`src/rtl/serial_adder.sv`:
```
// Bit-serial adder: adds two WIDTH-bit operands plus a carry-in one bit per
// clock, LSB first, using a small lookup table as the full adder.
// One addition takes WIDTH SHIFT cycles followed by a single DONE cycle.
module serial_adder #(
  parameter int WIDTH = 8
) (
  input  logic             clk,
  input  logic             rst,
  input  logic             start,
  input  logic [WIDTH-1:0] a,
  input  logic [WIDTH-1:0] b,
  input  logic             cin,
  output logic             busy,
  output logic             done,
  output logic [WIDTH-1:0] sum,
  output logic             cout
);

  // Counter just wide enough to hold the value WIDTH.
  localparam int CW = $clog2(WIDTH + 1);

  // Full-adder truth tables, indexed by {a_bit, b_bit, carry}.
  // Entry i sits in bit i of each constant.
  localparam logic [7:0] SUM_LUT   = 8'b1001_0110;
  localparam logic [7:0] CARRY_LUT = 8'b1110_1000;

  // Count value seen on the final SHIFT edge.
  localparam logic [CW-1:0] LAST_CNT = CW'(WIDTH - 1);

  typedef enum logic [1:0] {
    IDLE  = 2'd0,
    SHIFT = 2'd1,
    DONE  = 2'd2
  } state_t;

  state_t           state;
  logic [WIDTH-1:0] areg;
  logic [WIDTH-1:0] breg;
  logic [WIDTH-1:0] result;
  logic             carry;
  logic [CW-1:0]    cnt;
  logic             busy_q;
  logic             done_q;

  logic [2:0]       lut_idx;
  logic             sum_bit;
  logic             carry_bit;

  // Per-bit add: look up the sum and carry for the current bit pair.
  always_comb begin
    lut_idx   = {areg[0], breg[0], carry};
    sum_bit   = SUM_LUT[lut_idx];
    carry_bit = CARRY_LUT[lut_idx];
  end

  // Control FSM and datapath registers; status outputs are registered so
  // they track the state entered on the same edge.
  always_ff @(posedge clk) begin
    if (rst) begin
      state  <= IDLE;
      areg   <= '0;
      breg   <= '0;
      result <= '0;
      carry  <= 1'b0;
      cnt    <= '0;
      busy_q <= 1'b0;
      done_q <= 1'b0;
    end else begin
      case (state)
        IDLE: begin
          done_q <= 1'b0;
          if (start) begin
            areg   <= a;
            breg   <= b;
            carry  <= cin;
            cnt    <= '0;
            state  <= SHIFT;
            busy_q <= 1'b1;
          end else begin
            busy_q <= 1'b0;
          end
        end
        SHIFT: begin
          areg   <= {1'b0, areg[WIDTH-1:1]};
          breg   <= {1'b0, breg[WIDTH-1:1]};
          result <= {sum_bit, result[WIDTH-1:1]};
          carry  <= carry_bit;
          cnt    <= cnt + 1'b1;
          if (cnt == LAST_CNT) begin
            state  <= DONE;
            busy_q <= 1'b0;
            done_q <= 1'b1;
          end
        end
        DONE: begin
          state  <= IDLE;
          done_q <= 1'b0;
          busy_q <= 1'b0;
        end
        default: begin
          state  <= IDLE;
          busy_q <= 1'b0;
          done_q <= 1'b0;
        end
      endcase
    end
  end

  // The result register and the carry flop double as the visible outputs;
  // both hold still in IDLE until the next start is accepted.
  assign busy = busy_q;
  assign done = done_q;
  assign sum  = result;
  assign cout = carry;

endmodule
```
`config.mk`:
```
export PLATFORM = sky130hd
export DESIGN_NAME = serial_adder
export DESIGN_NICKNAME = d
export VERILOG_FILES = /design/src/rtl/serial_adder.sv
export SDC_FILE = /design/constraint.sdc
export NUM_CORES = 1
export LEC_CHECK = 0
export ABC_AREA = 0
export BUFFER_PORTS_ARGS = -buffer_cell sky130_fd_sc_hd__buf_4
export CAP_MARGIN = 5
export CORE_UTILIZATION = 56
export DETAILED_ROUTE_END_ITERATION = 10
export GPL_TIMING_DRIVEN = 1
export PLACE_DENSITY = 0.87
export SLEW_MARGIN = 5
export SYNTH_ARGS = -nofsm -noshare
export SYNTH_HDL_FRONTEND = slang
export SYNTH_SLANG_ARGS = --single-unit
export TNS_END_PERCENT = 20
```
`constraint.sdc`:
```
create_clock -name clk -period 3.8 [get_ports clk]
set_input_delay 0.19 -clock clk [delete_from_list [all_inputs] [get_ports clk]]
set_output_delay 0.19 -clock clk [all_outputs]
set_load 0.005 [all_outputs]
```
* Yosys cells after proc, flatten, opt, wreduce, memory -nomap -nowiden
Memories as Yosys holds them, arrays and structs flattened. A register that Yosys moved wholly into a read port is not among the register bits.
Cells that the tools add are included.
** Cells by class
- $add $sub $neg :: 1
- $lt $le $gt $ge :: 1
- Eq/ne operators :: 4
- Bitwise logic cells :: 1
- Multiplexer cells :: 18
- Reduce and logical (&&, ||, !) cells :: 5
** Operators with widths (number)
- $pmux W8 S2 :: 2
- $mux W8 :: 2
- $pmux W4 S2 :: 1
- $mux W3 :: 2
- $mux W1 :: 5
- $add A4 B1 Y4 const B :: 1
- $eq A4 B3 Y1 const B :: 1
- $lt A3 B4 Y1 const B :: 1
- $mux W2 :: 2
- $mux W4 :: 1
- $ne A2 B2 Y1 const B :: 2
- $pmux W1 S2 :: 2
- $pmux W2 S2 :: 1
- $reduce_and A2 Y1 :: 2
- $eq A2 B1 Y1 const B :: 1
- $logic_not A2 Y1 :: 1
- $reduce_bool A2 Y1 :: 1
- $reduce_or A2 Y1 :: 1
- $not A1 Y1 :: 1
** Storage, ports and cells
- Output and inout bits :: 11
- Memory bits (read-only) :: 16
- Bits in registers :: 33
- Bits of input ports :: 20
- Memories :: 2
** Memory list
- (no name shown) :: words 8, bits a word 1, read ports 1, clocked after Yosys merged registers in 1, wr ports 0, line 53 : carry_bit = CARRY_LUT[lut_idx];
- (no name shown) :: words 8, bits a word 1, read ports 1, clocked after Yosys merged registers in 1, wr ports 0, line 52 : sum_bit = SUM_LUT[lut_idx];

* Longest topological paths before layout
Gate-level depths: netlist (run 1).
- Depth in word-level cells :: 5
- Gate-level depth with buffers :: 6
- Gate-level depth less buffers :: 4

* Worst setup path before layout (run 1)
OpenSTA, ideal clock, no wires.
- Path kind :: register to register
- From :: register state[0]
- To :: register carry_bit (netlist name)
- Data required time :: 3.683 ns
- Setup slack :: 2.453 ns
- Buffers on the path :: 1
- Data arrival time :: 1.230 ns
- Period minus slack after synthesis :: 1.347 ns
- Library setup time :: 0.117 ns
- Cell stages (with the launch flop) :: 6
- Path through :: dfxtp_1 buf_6 or4b_1 o221ai_2 maj3_2 nor2_1
** RTL lines
- start: declaration :: line 36 : state_t state;
- start signal: assignment :: line 60 : state <= IDLE;
- start signal: assignment :: line 77 : state <= SHIFT;
- start signal: assignment :: line 90 : state <= DONE;

==> impl_results.md, run 1 <==
* Drc violations at 0
* Worst hold start: a[2]
* Final Setup Violations at 0
* Netlist Area Pre-Place at 0.001414 sq mm
* Vias/cell at approximately 5.8
* Post-synthesis compound-gate area fraction at 0.2257
* Synth warnings at 0
* Post-route ant nets at 0
* Starting Density at 0.6155
* Max-slew violation count at 0
* WP data arrival at 2.23 ns
* Share of async-settable or async-resettable flops after synthesis at 0
* Antenna violations before repair at 0
* H-tree depth at 2
* RD Place Congestion at 0.7994
* Crit path launch: state[0]
* Area Growth Syn to Fin at 17.08%
* GR Overflow Total at 0
* GR Util All Layers at 0.2475
* Die ar. at 0.002730 sq mm
* CP required at 4.07 ns
* Port bufs at 30
* Post-synthesis adder-cell area fraction at 0.01681
* Clock sinks at 34
* Number of max-cap violations at 0
* Worst Skew at between 0.006 and 0.007 ns
* Post-layout util at 0.7206
* Core area at 0.002297 sq mm
* Xor and xnor fraction of the mapped netlist area at 0.01239
* Final non-filler cell total at 208
* Die span in y at 52.25 um
* Yosys cell types at 39
* CP max stage delay at between 0.7 and 0.8 ns
* # fillers at 192
* Post-CTS sizing at 0
* Number of buffers added for setup after CTS at 0
* Peak VDD IR at 296.0 uV
* CTS root buf: clkbuf_4
* Setup crit start kind: flip-flop
* Setup CP Type: reg2reg
* RR Startpoint: state[0]
* Final period util at 0.5139
* RSZ-0062 raised after global routing: false
* Placed wire-length estimate at slightly above 2000 um
* Share of post-route cells with drive strength above 1 at 0.2611
* Pin count of the biggest net entering global routing at 24
* Pwr dens at 413.4 mW/mm^2
* Slowest CP cell: dfxtp_1
* First-pass GRT wire length at 4698 um
* R2R Setup Slk at 1.85 ns
* I/O pin total at 31
* CTS Hold Buffers Added at 0
* Clock Latency Late Sink at roughly 0.33 ns
* Diodes inserted at 0
* Fin nets at 201
* Die W at roughly 52 um
* Multi-input logic area at roughly 640 sq um
* Post-synthesis mux area share at 0
* Largest family of logic cells by synthesized area: compound AO/OA/AOI/OAI gates
* Post-synth EDFFs at 0
* Simple logic cell fraction of the synthesized area at 0.1973
* Critical Path Sink Type: flip-flop
* Placed insts at 201
* Slew at the pin closest to its max-slew limit at 0.6071 ns
* Std-Cell Rows at 17
* Vias in the first global route at about 1100
* Leak at 0.0007030 uW
* Seq cells post-synth at 34
* Avg Inst Size Synth at 9.302 sq um
* F_max at 0.5120 GHz
* Worst-path clk slew at 0.09 ns
* Ys flop type: dfxtp_1
* Sum Neg Setup Slack at 0 ns
* Worst min path class: in2reg
* Cells after Synth at 152
* FF/Latch Area at 680.7 sq um
* Register area share after synthesis at 0.4814
* DRT iter0 DRCs at a little over 40
* Routed WL at 2820 um
* Maximum clock insertion buffer count at 2
* Min Tclk post-route at between 1.5 and 2 ns
* Slew HR at 0.5947
* Final Hold Viols at 0
* Vias at 1196
* TritonCTS clock tree: built
* Status: finished, final reports clean
* TritonCTS buffer count at 5
* Syn nets at 173
* Wire length per cell at between 10 and 15 um
* Worst path cell trace: nor2b_1 > a221oi_2 > maj3_2 > nor2_1
* Detailed Routing Iterations Pass 1 at 4
* CP max FO at 19
## worst paths after layout
path                     to  cells past startpoint
setup / recovery  carry_bit                      4
hold / removal      areg[2]                      3
setup reg to reg  carry_bit                      4
hold reg to reg      cnt[3]                      1
## registers in the layout (all words and copies together) (netlist names)
signal     count
areg           8
done           1
cout           1
carry_bit      1
breg           8
state          2
cnt            4
sum            8
busy           1
## logic make-up (layout without fill, tap and decap cells)
family                   Yosys count  after routing
AND/OR/NAND/NOR                   55             55
buffers and inverters             17             45
flip-flops                        34             34
AO/OA/AOI/OAI                     42             42
adder cells (fa/ha/maj)            2              2
XOR/XNOR                           2              2
## through the flow
step / hold WS (ns) / total power [uW] / worst slack, ns / cell area [sq um]
6_report: 0.07791 / 684.3 / 1.847 / 1655
5_1_grt: 0.07234 / 721.2 / 1.629 / 1655
4_1_cts: 0.06549 / 692.8 / 1.820 / 1655
3_5_place_dp: 0.4178 / 515.7 / 1.844 / 1610
3_3_place_gp: 0.4117 / 509.7 / 1.985 / 1610
2_1_floorplan: 0.3229 / 485.0 / 2.453 / 1414
## power by group
part	internal, uW	switching [uW]	total [uW]	leakage [uW]
Clock	69.6	107	177	0.0000254
Sequential	379	21.3	401	0.000278
Combinational	54.5	52.2	107	0.000399
Total	503	181	684	0.000703
## layer usage
layer / vias up / GRT usage / wire length [um] / part of all wire
met1: 553 / 0.2623 / 1212 / 0.43
met4: 0 / 0.1798 / 85 / 0.030
li1: 594 / - / - / -
met3: 10 / 0.06667 / 145 / 0.051
met5: - / 0 / 0 / 0
met2: 39 / 0.4188 / 1377 / 0.49
## placed cells by master, fill, tap and decap left out, types with 2 or more instances in the layout
master and n:
nand2_1 21, clkbuf_4 5, nor3_1 3, a211oi_1 2, nor2_1 17, inv_1 7
a31oi_1 2, a2bb2oi_1 2, a22o_1 7, o22ai_1 2, nor2b_1 2, a222oi_1 5
a21oi_1 10, o21ai_1 4, o221ai_2 2, xnor2_1 2, buf_4 30, clkbuf_1 2
or4b_1 2, dfxtp_1 34, o21ai_0 2
## synthesized netlist by cell type, types with 2 or more instances
master     instances  share of area
nor2b_1            2         0.0088
a22o_1             7          0.043
a2bb2oi_1          2          0.012
a222oi_1           5          0.035
o22ai_1            2         0.0088
a31oi_1            2         0.0088
buf_2              3          0.011
o21ai_0            2         0.0071
nor2_1            17          0.045
a21oi_1           10          0.035
dfxtp_1           34           0.48
a211oi_1           2          0.011
or4b_1             2          0.014
buf_4              3          0.016
o21ai_1            4          0.014
o221ai_2           2          0.021
inv_1              7          0.019
xnor2_1            2          0.012
buf_6              2          0.016
nand2_1           21          0.056
nor3_1             3          0.011
## cell type report
| class | count | share of cell area |
|---|---|---|
| clock buffer | 7 | 0.02721 |
| tap | 28 | 0.02116 |
| inverter | 8 | 0.01814 |
| timing repair buffer | 30 | 0.1361 |
| sequential | 34 | 0.4112 |
| multi-input combinational | 101 | 0.3862 |
## worst max-delay path: cells and delay by family, from the launching register on
family	cells	cell delay [ns]
flip-flops	1	0.72
AO/OA/AOI/OAI	1	0.18
adder cells (fa/ha/maj)	1	0.33
AND/OR/NAND/NOR	2	0.66
Note: power is estimated with default switching activity, not from simulation.
==> run 2: changes to the inputs <==
Settings changed: ABC_AREA 0 to 1, CORE_UTILIZATION 56 to 47, PLACE_DENSITY 0.87 to 0.79.
Clock period 3.8 ns to 1.66 ns, I/O delays scaled along.
==> run 2 against run 1 <==
First-iteration DRC count rose by 37%; clock power grew to 3.1 times the previous value; worst setup slack lost 1.6 ns; clock skew is essentially flat.
==> impl_results.md, run 2 <==
* Leak at 0.0007733 uW (+10%)
* Worst hold start: a[5]
* Main area contributors after synthesis: dfxtp_1, nand3_1, nand2_1, nor2_1, a21oi_1
* First-pass GRT wire length at 4974 um (+5.9%)
* Std-Cell Rows at 19 (+2)
* Final WS setup at 0.2644 ns (-1.583 ns)
* Combinational share of power at 0.167 (+0.011)
* CTS root buf: clkbuf_4
* TritonCTS buffer count at 5 (unchanged)
* Final Hold Viols at 0 (unchanged)
* Critical Path Sink Type: flip-flop
* Detailed Routing Iterations Pass 1 at 4 (unchanged)
* Slew at the pin closest to its max-slew limit at 0.5481 ns (-0.05896 ns)
* RR Startpoint: state[0]
* F_max at around 0.72 GHz
* Worst slack, placed at 0.3169 ns (-1.527 ns)
* Final non-filler cell total at 245 (+18%)
* Area Growth Syn to Fin at 29.97%
* Setup crit start kind: primary input
* Post-layout util at 0.6430 (-0.07757)
* Vias in the first global route at 1188 (+6.6%)
* Die span in y at 55.65 um (+6.5%)
* Syn nets at 194 (+12%)
* Share of async-settable or async-resettable flops after synthesis at 0 (unchanged)
* Final period util at 0.8407
* Vias/cell at 5.261 (-8.5%)
* DRT iter0 DRCs at 56 (+37%)
* CP max FO at 22 (+3)
* Wire length per cell at 12.09 um (-11%)
* Max-slew violation count at 0 (unchanged)
* Diodes inserted at 0 (unchanged)
* Post-route ant nets at 0 (unchanged)
* Ys flop type: dfxtp_1
* Peak VDD IR at 700.2 uV (+140%)
* Synth warnings at 0 (unchanged)
* Register area share after synthesis at 0.5032 (+0.02182)
* TritonCTS clock tree: built
* Sum Neg Setup Slack at 0 ns (unchanged)
* Share of post-route cells with drive strength above 1 at 0.2196 (-0.04148)
* Most frequent cells in the layout: dfxtp_1, buf_4, nand2_1
* Number of max-cap violations at 0 (unchanged)
* Starting Density at 0.4947 (-0.1207)
* Post-synth top cells: dfxtp_1, nand2_1, nand3_1, nor2_1, a21oi_1
* Worst R2R End: carry_bit
* R2R Setup Slk at 0.29 ns (-1.56 ns)
* Post-synth EDFFs at 0 (unchanged)
* Min Tclk post-route at roughly 1.4 ns
* Slew HR at 0.6342 (+0.03946)
* Pwr dens at 1011 mW/mm^2 (+140%)
* WP data arrival at 1.67 ns (-0.56 ns)
* Placed insts at 229 (+14%)
* Clock Latency Late Sink at 0.33 ns (about the same)
* Drc violations at 0 (unchanged)
* Vias at 1289 (+7.8%)
* Psw at 465.6 uW (+160%)
* Final Setup Violations at 0 (unchanged)
* Die ar. at 0.003096 sq mm (+13%)
* I/O pin total at 31 (unchanged)
* Switch share at 0.2621 (-0.002329)
* Avg Inst Size Synth at 7.818 sq um (-16%)
* Pin count of the biggest net entering global routing at 29 (+21%)
* Largest area contributor in the netlist: dfxtp_1
* Maximum clock insertion buffer count at 2 (unchanged)
* Core area at 0.002734 sq mm (+19%)
* Netlist Area Pre-Place at 0.001353 sq mm (-4.3%)
* Die W at 55.65 um (+6.5%)
* Critical Path Sink: areg[2]
* Final instance area at 0.001758 sq mm (+6.2%)
* Worst-path clk slew at 0.10 ns (about the same)
* Antenna violations before repair at 0 (unchanged)
* Fin nets at 234 (+16%)
* Worst min path class: in2reg
* GR Overflow Total at 0 (unchanged)
* Status: finished, final reports clean
* Cells after Synth at 173 (+14%)
* Worst Skew at 0.007071 ns (+0.0004563 ns)
* Flop pwr share at 0.520 (-0.065)
* Clk pwr share at 0.313 (+0.054)
* RSZ-0062 raised after global routing: false
* RD Place Congestion at 0.8000 (about the same)
* Placed Instance Area at 0.001599 sq mm (-0.70%)
* Yosys cell types at 22 (-44%)
* CP required at 1.94 ns (-2.13 ns)
* Port bufs at 30 (unchanged)
* Placed wire-length estimate at 2042 um (-0.87%)
* R2r worst-path depth at 8 (+4)
* Routed WL at 2963 um (+5.1%)
* Commonest non-fill, non-tap cell in the layout: dfxtp_1
* GR Util All Layers at 0.2053 (-0.04229)
* Number of buffers added for setup after CTS at 0 (unchanged)
* Clock sinks at 34 (unchanged)
* Cell with the most instances after synthesis: dfxtp_1
* H-tree depth at 2 (unchanged)
* Seq cells post-synth at 34 (unchanged)
* Crit path launch: rst
* # fillers at 228 (+19%)
* Synth top area share at 0.5032 (+0.02182)
* Setup CP Type: in2reg
* Internal at 1311 uW (+160%)
[run 2: worst min-delay path by stage]
stage,to,slack [ns],cells past startpoint
floorplan,breg[0],0.17,1
finish,areg[5],0.01,3
global placement,breg[4],0.31,3
detailed placement,breg[4],0.32,3
CTS,areg[6],0.003,2
global route,breg[6],0.005,3
[run 2: per-stage QoR]
| step | total power (uW) | hold slack, ns |
|---|---|---|
| 2_1_floorplan | 1105 | 0.1669 |
| 3_3_place_gp | 1212 | 0.3137 |
| 3_5_place_dp | 1223 | 0.3195 |
| 4_1_cts | 1786 | 0.003248 |
| 5_1_grt | 1868 | 0.004810 |
| 6_report | 1776 | 0.01145 |
[run 2: logic make-up (layout without fill, tap and decap cells)]
kind of cell    Yosys count  after routing  share of synthesized area
buf+inv                  19             60                    0.06197
xor+xnor                  4              4                    0.02591
simple gates             80             80                     0.2525
fa+ha+maj                 1              1                   0.009249
compound gates           35             35                     0.1471
flops                    34             34                     0.5032
[run 2: worst max-delay path, cell delays in order]
cell	delay, ns
dlygate4sd3_1	0.53
buf_4	0.18
inv_1	0.42
buf_4	0.26
nand3_1	0.09
nand3_1	0.10
[run 2: power by group through the flow]
stage / clock network, uW / logic [uW] / registers [uW]
final: 555 / 297 / 924
after global routing: 605 / 331 / 932
after CTS: 568 / 295 / 923
after detailed placement: 0 / 281 / 942
after global placement: 0 / 273 / 939
after floorplan: 0 / 170 / 935
[run 2: what timing repair did]
item,4_1_cts,5_1_grt
hold buffers,7,1
gates resized for setup,0,0
endpoints found under the setup margin,0,0
hold endpoints to repair,7,1
[run 2: routing by layer]
metal  track usage  up-vias  part of all wire
li1              -      658                 -
met1        0.2716      592              0.46
met2        0.3115       36              0.48
met3       0.06977        3             0.052
met4       0.07500        0            0.0057
met5             0        -                 0
[run 2: layout make-up]
class                           count  area, sq um  share of cell area
Tap cell                           31        38.79             0.02206
Multi-Input combinational cell    120        588.1              0.3345
Clock buffer                        8        78.83             0.04484
Timing Repair Buffer               41        327.8              0.1865
Sequential cell                    34        680.7              0.3872
Inverter                           11        43.79             0.02491
